==> src/rtl/rv_mem_arb.sv <==
// rv_mem_arb: single-port memory arbiter and access sequencer for the
// multicycle RISC-V core. Serialises instruction-fetch and data requests onto
// one synchronous fixed-latency memory and returns read data together with a
// one-cycle acknowledge pulse.
//
// Optional feature macro: MEMARB_RR_EN
//   defined   : round-robin arbitration on a tie (1-bit last-grant pointer)
//   undefined : fixed priority, data over fetch
//
// Ports
//   clk, rst                 clock, asynchronous active-low reset
//   if_req/if_addr           fetch request and address (held until if_ack)
//   if_ack/if_rdata          fetch complete pulse and fetched word
//   d_req/d_we/d_addr/d_wdata data request, store flag, address, store data
//   d_ack/d_rdata            data complete pulse and load data
//   mem_en/mem_we            memory strobe and write enable (one cycle)
//   mem_addr/mem_wdata       memory address and write data (held per access)
//   mem_rdata                memory read data, valid MEM_LAT cycles after mem_en
//   busy                     high whenever an access is in flight
module rv_mem_arb #(
   parameter int unsigned DPWIDTH = 32,
   parameter int unsigned MEM_LAT = 2
) (
   input  logic               clk,
   input  logic               rst,
   input  logic               if_req,
   input  logic [DPWIDTH-1:0] if_addr,
   output logic               if_ack,
   output logic [DPWIDTH-1:0] if_rdata,
   input  logic               d_req,
   input  logic               d_we,
   input  logic [DPWIDTH-1:0] d_addr,
   input  logic [DPWIDTH-1:0] d_wdata,
   output logic               d_ack,
   output logic [DPWIDTH-1:0] d_rdata,
   output logic               mem_en,
   output logic               mem_we,
   output logic [DPWIDTH-1:0] mem_addr,
   output logic [DPWIDTH-1:0] mem_wdata,
   input  logic [DPWIDTH-1:0] mem_rdata,
   output logic               busy
);

   localparam int unsigned      CNT_W    = 4;
   localparam logic [CNT_W-1:0] CNT_LOAD = CNT_W'(MEM_LAT - 1);
   localparam logic             OWN_FETCH = 1'b0;
   localparam logic             OWN_DATA  = 1'b1;

   typedef enum logic [1:0] {
      S_IDLE  = 2'd0,
      S_ISSUE = 2'd1,
      S_WAIT  = 2'd2,
      S_RESP  = 2'd3
   } state_t;

   state_t             r_state,  w_state_nxt;
   logic [CNT_W-1:0]   r_cnt,    w_cnt_nxt;
   logic               r_own,    w_own_nxt;
   logic               r_we,     w_we_nxt;
   logic [DPWIDTH-1:0] r_addr,   w_addr_nxt;
   logic [DPWIDTH-1:0] r_wdata,  w_wdata_nxt;
   logic [DPWIDTH-1:0] r_if_rdata, w_if_rdata_nxt;
   logic [DPWIDTH-1:0] r_d_rdata,  w_d_rdata_nxt;
   logic               r_mem_en, w_mem_en_nxt;
   logic               r_mem_we, w_mem_we_nxt;
   logic               r_if_ack, w_if_ack_nxt;
   logic               r_d_ack,  w_d_ack_nxt;
   logic               r_busy,   w_busy_nxt;
   logic               w_grant_d;

`ifdef MEMARB_RR_EN
   // Last granted owner; resets to DATA so the first tie goes to fetch.
   logic               r_ptr,    w_ptr_nxt;

   // Tie goes to whichever requester was not granted last.
   assign w_grant_d = d_req & (~if_req | (r_ptr == OWN_FETCH));
`else
   // Fixed priority: data wins whenever it is requesting.
   assign w_grant_d = d_req;
`endif

   // State register and all registered outputs.
   always_ff @(posedge clk or negedge rst) begin
      if (!rst) begin
         r_state    <= S_IDLE;
         r_cnt      <= '0;
         r_own      <= OWN_FETCH;
         r_we       <= 1'b0;
         r_addr     <= '0;
         r_wdata    <= '0;
         r_if_rdata <= '0;
         r_d_rdata  <= '0;
         r_mem_en   <= 1'b0;
         r_mem_we   <= 1'b0;
         r_if_ack   <= 1'b0;
         r_d_ack    <= 1'b0;
         r_busy     <= 1'b0;
`ifdef MEMARB_RR_EN
         r_ptr      <= OWN_DATA;
`endif
      end else begin
         r_state    <= w_state_nxt;
         r_cnt      <= w_cnt_nxt;
         r_own      <= w_own_nxt;
         r_we       <= w_we_nxt;
         r_addr     <= w_addr_nxt;
         r_wdata    <= w_wdata_nxt;
         r_if_rdata <= w_if_rdata_nxt;
         r_d_rdata  <= w_d_rdata_nxt;
         r_mem_en   <= w_mem_en_nxt;
         r_mem_we   <= w_mem_we_nxt;
         r_if_ack   <= w_if_ack_nxt;
         r_d_ack    <= w_d_ack_nxt;
         r_busy     <= w_busy_nxt;
`ifdef MEMARB_RR_EN
         r_ptr      <= w_ptr_nxt;
`endif
      end
   end

   // Next-state and next-output logic. Strobes and acks are computed one
   // cycle early so they appear registered in ISSUE and RESP respectively.
   always_comb begin
      w_state_nxt    = r_state;
      w_cnt_nxt      = r_cnt;
      w_own_nxt      = r_own;
      w_we_nxt       = r_we;
      w_addr_nxt     = r_addr;
      w_wdata_nxt    = r_wdata;
      w_if_rdata_nxt = r_if_rdata;
      w_d_rdata_nxt  = r_d_rdata;
      w_mem_en_nxt   = 1'b0;
      w_mem_we_nxt   = 1'b0;
      w_if_ack_nxt   = 1'b0;
      w_d_ack_nxt    = 1'b0;
`ifdef MEMARB_RR_EN
      w_ptr_nxt      = r_ptr;
`endif

      case (r_state)
         S_IDLE: begin
            if (if_req | d_req) begin
               w_own_nxt    = w_grant_d ? OWN_DATA : OWN_FETCH;
               w_we_nxt     = w_grant_d & d_we;
               w_addr_nxt   = w_grant_d ? d_addr : if_addr;
               // Fetches never write; keep the last store data on the bus.
               w_wdata_nxt  = w_grant_d ? d_wdata : r_wdata;
               w_mem_en_nxt = 1'b1;
               w_mem_we_nxt = w_grant_d & d_we;
               w_state_nxt  = S_ISSUE;
`ifdef MEMARB_RR_EN
               w_ptr_nxt    = w_grant_d ? OWN_DATA : OWN_FETCH;
`endif
            end
         end
         S_ISSUE: begin
            w_cnt_nxt   = CNT_LOAD;
            w_state_nxt = S_WAIT;
         end
         S_WAIT: begin
            if (r_cnt == '0) begin
               if (!r_we) begin
                  if (r_own == OWN_DATA) w_d_rdata_nxt  = mem_rdata;
                  else                   w_if_rdata_nxt = mem_rdata;
               end
               w_if_ack_nxt = (r_own == OWN_FETCH);
               w_d_ack_nxt  = (r_own == OWN_DATA);
               w_state_nxt  = S_RESP;
            end else begin
               w_cnt_nxt = r_cnt - CNT_W'(1);
            end
         end
         S_RESP: begin
            w_state_nxt = S_IDLE;
         end
         default: begin
            w_state_nxt = S_IDLE;
         end
      endcase

      w_busy_nxt = (w_state_nxt != S_IDLE);
   end

   assign if_ack    = r_if_ack;
   assign if_rdata  = r_if_rdata;
   assign d_ack     = r_d_ack;
   assign d_rdata   = r_d_rdata;
   assign mem_en    = r_mem_en;
   assign mem_we    = r_mem_we;
   assign mem_addr  = r_addr;
   assign mem_wdata = r_wdata;
   assign busy      = r_busy;

endmodule

==> config.mk <==
export PLATFORM = sky130hd
export DESIGN_NAME = rv_mem_arb
export DESIGN_NICKNAME = d
export VERILOG_FILES = /design/src/rtl/rv_mem_arb.sv
export SDC_FILE = /design/constraint.sdc
export NUM_CORES = 1
export LEC_CHECK = 0
export BUFFER_PORTS_ARGS = -buffer_cell sky130_fd_sc_hd__buf_2
export CAP_MARGIN = 40
export CORE_MARGIN = 1
export CORE_UTILIZATION = 50
export CTS_CLUSTER_SIZE = 8
export DETAILED_ROUTE_END_ITERATION = 8
export PLACE_DENSITY_LB_ADDON = 0.08
export SYNTH_ARGS = -nofsm -noshare
export SYNTH_HDL_FRONTEND = slang
export SYNTH_SLANG_ARGS = --single-unit
==> constraint.sdc <==
create_clock -name clk -period 4.9 [get_ports clk]
set_clock_uncertainty 0.15 [all_clocks]
set_input_delay 0.245 -clock clk [delete_from_list [all_inputs] [get_ports clk]]
set_output_delay 0.245 -clock clk [all_outputs]
set_load 0.01 [all_outputs]
==> flow_summary.yaml, run 1 <==
global_route:
  grt_overflow: 0
  grt_pass1_vias: 4853
  antenna_found_initial: 0
  grt_max_degree: 65
  grt.total_usage_pct: 25.2
  grt_pass1_wl_um: 22700
logic_synthesis:
  synth_fa_ha_area_share_pct: 1.08
  yosys.area_share.xor_xnor_pct: 0.152
  synth_top_family_by_area: "multiplexers"
  yosysWarnings: 0
  ys_ff_latch: 141
  synth_nets: 534
  muxShareOfSynthArea_pct: 26.6
  synthDistinctLibCells: 36
  ys_seq_area_share_pct: 61.2
  yosys.area_share.simple_pct: 4.23
  synthesis.area_mm2: 0.00577
  postSynthCellCount: 396
  synth.avg_cell_area_um2: 14.6
  synth-compound-area-share_pct: 3.71
clock_network:
  insertion_delay_ns: 0.41
  ctsHtreeMaxLevel: 4
  cts_resized: 0
  cts_buffers: 17
  cts-root-buf: "clkbuf_16"
  max-clock-path-buffers: 2
  cts_tree: "built"
  clkTransAtPathRegs_ns: 0.06
  clock_sinks: 141
placed_design:
  dpl.hpwl_um: 9420
  io_buffers: 265
  placed_cell_area_mm2: 0.00723
  place_worst_setup_slack_ns: 2.50
  gp_congestion: 0.741
floorplanning:
  initial_core_util_pct: 52.3
  dieWidth_um: 109
  core_mm2: 0.0110
  dieArea_mm2: 0.0120
  die_y_um: 109
  core.rowCount: 38
  io_pins: 266
power_and_ir_drop:
  intPower_w: 0.00358
  p_leak_nw: 4.57
  max-vdd-ir-drop_mv: 0.440
  switchingPower_w: 0.00174
  finalPower_w: 0.00532
  combPwrFrac_pct: 38.7
  p_seq_share_pct: 38.7
  p_sw_share_pct: 32.7
  power.share.clock_pct: 22.6
  powerDensity_mw_per_mm2: 597
critical_path:
  worstPathMaxFanout: 25
  critical_path.startpoint_type: "register"
  worstSetupEndpointType: "register"
  cpMaxStageDelayCell: "or3_2"
  slowest_delay_ns: 0.60
  worstPathArrival_ns: 2.55
  path_cells: "inv_1 > ha_1 > nand4bb_1 > or3_2 > buf_12 > mux2_4"
  path_class: "reg2reg"
  worstPathRequired_ns: 5.04
sta:
  worst_pin_slew_ns: 0.523
  worst_slack_ns: 2.49
  grt_setup_unrepaired: "false"
  max_freq_mhz: 415
  fin_hold_ws_ns: 0.00663
  slew_violations: 0
  min_period_ns: 2.41
  finalSetupViolCount: 0
  tns_ns: 0
  hold_viol_final: 0
  min_period_over_period_pct: 49.2
  relSlewSlack_pct: 65.2
final_layout:
  final_cell_mix: "buf_2 (264), dfrtp_1 (141), dlygate4sd3_1 (113)"
  multiInputGateArea_mm2: 0.00208
  finalInstanceArea_mm2: 0.00891
  layout.nets: 916
  regArea_mm2: 0.00353
  syn_to_final_growth_pct: 54.5
  final_common_cell: "buf_2"
  nFillCells: 655
  num_antenna_cells: 0
  drive_gt1_share_pct: 50.8
drt:
  wl_per_cell_um: 15.8
  antenna_left: 0
  first_pass_iters: 4
  vias_per_cell: 4.92
  drt_iter0_markers: 209
  routed_wl_um: 14700
  via_count: 4572
  drc: 0
flow_run:
  maxCapViolCount: 0
hold_path:
  hold_path_class: "in2reg"
status:
  outcome: "finished, final reports clean"
layer usage:
layer	part of all wire, %	vias up	global-route usage [%]
li1	-	2154	-
met1	39	2194	28.1
met2	51	185	43.7
met3	7.0	39	8.00
met4	3.2	0	12.3
met5	0	-	0
area by class of cell:
type,count,area share (%)
clock buffers,22,5.10
clock inverters,9,1.07
inverters,5,0.211
multi-input cells,228,23.3
flip-flops and latches,141,39.6
well taps,140,1.97
repair buffers,385,28.7
cell families after synthesis:
group	after synthesis
buffers and inverters	27
flip-flops	141
AO/OA/AOI/OAI	39
XOR/XNOR	1
adder cells (fa/ha/maj)	5
AND/OR/NAND/NOR	53
multiplexers	130
registers in the layout, summed over array words and instances, names as in the netlist, 2 cells and up:
| register | cells |
|---|---|
| d_rdata | 32 |
| if_rdata | 32 |
| mem_addr | 32 |
| mem_wdata | 32 |
| r_cnt | 4 |
| r_state | 2 |
power groups by stage:
stage	Sequential, W	Clock, W	Combinational, W
3_5_place_dp	0.00206	0	0.00199
4_1_cts	0.00205	0.00122	0.00207
5_1_grt	0.00212	0.00128	0.00224
6_report	0.00206	0.00120	0.00206
3_3_place_gp	0.00203	0	0.00193
2_1_floorplan	0.00231	0	0.000901
synthesized netlist by cell type:
cell type  count  area [um2]
a21o_1         1        7.51
a21oi_1        1        5.00
a22o_1         1        8.76
a22o_2         1        10.0
and2_1         1        6.26
and3_1         1        6.26
and4bb_2       1        12.5
buf_1          3        11.3
buf_12         3        60.1
buf_2         11        55.1
buf_4          1        7.51
buf_6          1        11.3
clkbuf_1       3        11.3
dfrtp_1      141        3530
ha_1           5        62.6
inv_1          4        15.0
inv_2          1        3.75
mux2_2        67         754
mux2_4        30         450
mux2i_1       33         330
nand2_1       37         139
nand2b_1       1        6.26
nand3_1        1        5.00
nand3b_1       1        7.51
nand4bb_1      1        11.3
nor2_1         3        11.3
nor3_1         2        10.0
nor3b_1        1        7.51
nor4b_1        1        8.76
o21ai_0       32         160
o21ai_1        1        5.00
o31ai_1        1        7.51
o32a_1         1        10.0
or2_1          1        6.26
or3_1          1        6.26
xnor2_1        1        8.76
worst max-delay path: cells and delay by family (launching register included):
family	cells	cell delay, ns
and+or+nand+nor	2	0.75
DFF	1	0.39
buffers and inverters	2	0.34
adders and majority gates	1	0.33
muxes	1	0.32
final timing paths:
path	cells past startpoint	to	startpoint	slack [ns]
min reg2reg	2	mem_addr[2]$_DFFE_PN0P_	mem_addr[2]$_DFFE_PN0P_	0.32
max	6	if_rdata[5]$_DFFE_PN0P_	r_state[0]$_DFF_PN0_	2.49
min	3	mem_addr[23]$_DFFE_PN0P_	if_addr[23]	0.007
max reg2reg	6	if_rdata[5]$_DFFE_PN0P_	r_state[0]$_DFF_PN0_	2.49
max in group asynchronous	4	if_rdata[11]$_DFFE_PN0P_	rst	3.24
min in group asynchronous	2	d_rdata[25]$_DFFE_PN0P_	rst	0.17
timing repair:
item                      CTS  global route
hold buffers              113             0
hold endpoints to repair  168             0
setup buffers               0             0
stage by stage:
step / cells / util, %
after detailed placement: 786 / 65.5
after CTS: 930 / 80.8
after floorplan: 396 / -
after global routing: 930 / 80.8
after global placement: 783 / 64.9
final: 930 / 80.8
No activity file was read; power rests on OpenSTA's default activity.
==> run 2: changes to the inputs <==
--- a/config.mk
+++ b/config.mk
@@ -8,7 +8,7 @@
 export BUFFER_PORTS_ARGS = -buffer_cell sky130_fd_sc_hd__buf_2
 export CAP_MARGIN = 40
 export CORE_MARGIN = 1
-export CORE_UTILIZATION = 50
+export CORE_UTILIZATION = 47
 export CTS_CLUSTER_SIZE = 8
 export DETAILED_ROUTE_END_ITERATION = 8
 export PLACE_DENSITY_LB_ADDON = 0.08
==> constraint.sdc (replaced) <==
create_clock -name clk -period 2.5 [get_ports clk]
set_clock_uncertainty 0.15 [all_clocks]
set_input_delay 0.125 -clock clk [delete_from_list [all_inputs] [get_ports clk]]
set_output_delay 0.125 -clock clk [all_outputs]
set_load 0.01 [all_outputs]
==> run 2 against run 1 <==
Effect of this change:
- first-iteration DRC count is 2.4% higher
- sequential power is 95% higher
- fmax is 12% higher
- die area is 6.3% higher
- wire length is 0.78% lower
- clock-buffer cell count is 4 higher
- via count is 0.22% higher
- critical path depth stayed put
- global-route usage is 1.3 points lower
- highest routed layer unchanged
==> flow_summary.yaml, run 2 (same netlist as run 1, synthesis figures left out) <==
flow_run:
  maxCapViolCount: 0
floorplanning:
  core_mm2: 0.0120
  dieWidth_um: 113
  core.rowCount: 40
  dieArea_mm2: 0.0127
  io_pins: 266
  die_y_um: 113
  initial_core_util_pct: 48.0
clock_network:
  clock_sinks: 141
  cts-root-buf: "clkbuf_16"
  max-clock-path-buffers: 2
  cts_tree: "built"
  clkTransAtPathRegs_ns: 0.05
  cts_setup_buffers: 0
  ctsHtreeMaxLevel: 4
  cts_buffers: 17
  insertion_delay_ns: 0.41
  cts_resized: 0
critical_path:
  r2r_cells: 6
  worstPathArrival_ns: 2.29
  critical_path.startpoint_type: "register"
  path_class: "reg2reg"
  worstPathMaxFanout: 32
  worstPathRequired_ns: 2.64
  worstSetupEndpointType: "register"
global_route:
  grt_max_degree: 66
  grt_pass1_vias: 4970
  grt.total_usage_pct: 24.0
  antenna_found_initial: 0
  grt_pass1_wl_um: 23700
  grt_overflow: 0
drt:
  antenna_left: 0
  via_count: 4582
  drt_iter0_markers: 214
  first_pass_iters: 4
  vias_per_cell: 4.78
  drc: 0
  routed_wl_um: 14600
  wl_per_cell_um: 15.2
placed_design:
  dpl.hpwl_um: 9320
  io_buffers: 265
  dp_cells: 795
  gp_congestion: 0.769
status:
  outcome: "finished, final reports clean"
final_layout:
  syn_to_final_growth_pct: 58.4
  final-instance-count-excl-fill: 959
  drive_gt1_share_pct: 50.0
  multiInputGateArea_mm2: 0.00208
  layout.nets: 937
  regArea_mm2: 0.00353
  num_antenna_cells: 0
  final_common_cell: "buf_2"
  final_cell_mix: "buf_2 (264), dfrtp_1 (141), dlygate4sd3_1 (132)"
  nFillCells: 771
sta:
  max_freq_mhz: 466
  finalSetupViolCount: 0
  relSlewSlack_pct: 60.1
  min_period_over_period_pct: 85.8
  min_period_ns: 2.15
  tns_ns: 0
  slew_violations: 0
  hold_viol_final: 0
  worst_pin_slew_ns: 0.598
  grt_setup_unrepaired: "false"
hold_path:
  hold_path_class: "in2async"
power_and_ir_drop:
  p_leak_nw: 4.67
  powerDensity_mw_per_mm2: 1150
  max-vdd-ir-drop_mv: 0.543
-- run 2: cell count changes in the layout (fill, tap and decap cells not counted) --
cell           delta
clkinv_2          -2
bufinv_16         -1
dlygate4sd3_1    +19
buf_16            -1
clkbuf_1          -2
buf_4             +3
clkbuf_8          +6
-- run 2: cell type report --
cell class / count / share of cell area [%]
well taps: 147 / 2.01
clock buffers: 26 / 5.79
inverters: 5 / 0.205
multi-input cells: 228 / 22.7
clock inverters: 6 / 0.602
repair buffers: 406 / 30.1
flip-flops and latches: 141 / 38.6
-- run 2: layer usage --
metal  vias to the layer above  share of wire (%)  global-route usage [%]  wire [um]
met5                         -                  0                       0          0
met4                         0                3.3                    11.8        481
met3                        41                6.4                    6.70        932
met2                       174                 50                    40.8       7260
met1                      2187                 41                    27.9       5920
li1                       2180                  -                       -          -
-- run 2: power breakdown --
group          internal (W)  total, W  switching, W
Combinational       0.00214   0.00407       0.00193
Clock               0.00155   0.00243      0.000884
Sequential          0.00343   0.00402      0.000586
-- run 2: what timing repair did --
| item | CTS | global route |
|---|---|---|
| endpoints found under the hold margin | 194 | 0 |
| endpoints found under the setup margin | 0 | 0 |
| hold buffers | 132 | 0 |
-- run 2: final timing paths --
check                                          from                        to  slack (ns)
max                            r_cnt[0]$_DFFE_PN0P_  if_rdata[22]$_DFFE_PN0P_        0.35
min                                             rst   if_rdata[7]$_DFFE_PN0P_        0.12
max reg2reg                    r_cnt[0]$_DFFE_PN0P_  if_rdata[22]$_DFFE_PN0P_        0.35
min reg2reg                mem_addr[18]$_DFFE_PN0P_  mem_addr[18]$_DFFE_PN0P_        0.33
max in group asynchronous                       rst  if_rdata[21]$_DFFE_PN0P_        1.24
min in group clk                         d_wdata[9]  mem_wdata[9]$_DFFE_PN0P_        0.33
-- run 2: critical path, cell delays in order, from the launching register on --
cell and delay (ns):
dfrtp_1 0.39, inv_1 0.12, ha_1 0.23, nand4bb_1 0.13, or3_2 0.45, buf_12 0.21, mux2_4 0.32
-- run 2: stage by stage --
step / util (%) / power (W) / instance area (um2) / worst slack [ns] / hold WS (ns)
finish: 76.1 / 0.0105 / 9140 / 0.354 / 0.117
detailed placement: 60.2 / 0.00793 / 7230 / 0.371 / 0.00816
global placement: 60.2 / 0.00778 / 7230 / 0.420 / -0.00427
CTS: 76.1 / 0.0106 / 9140 / 0.357 / 0.141
floorplan: - / 0.00629 / 5770 / 0.512 / -0.321
global route: 76.1 / 0.0112 / 9140 / 0.270 / 0.154
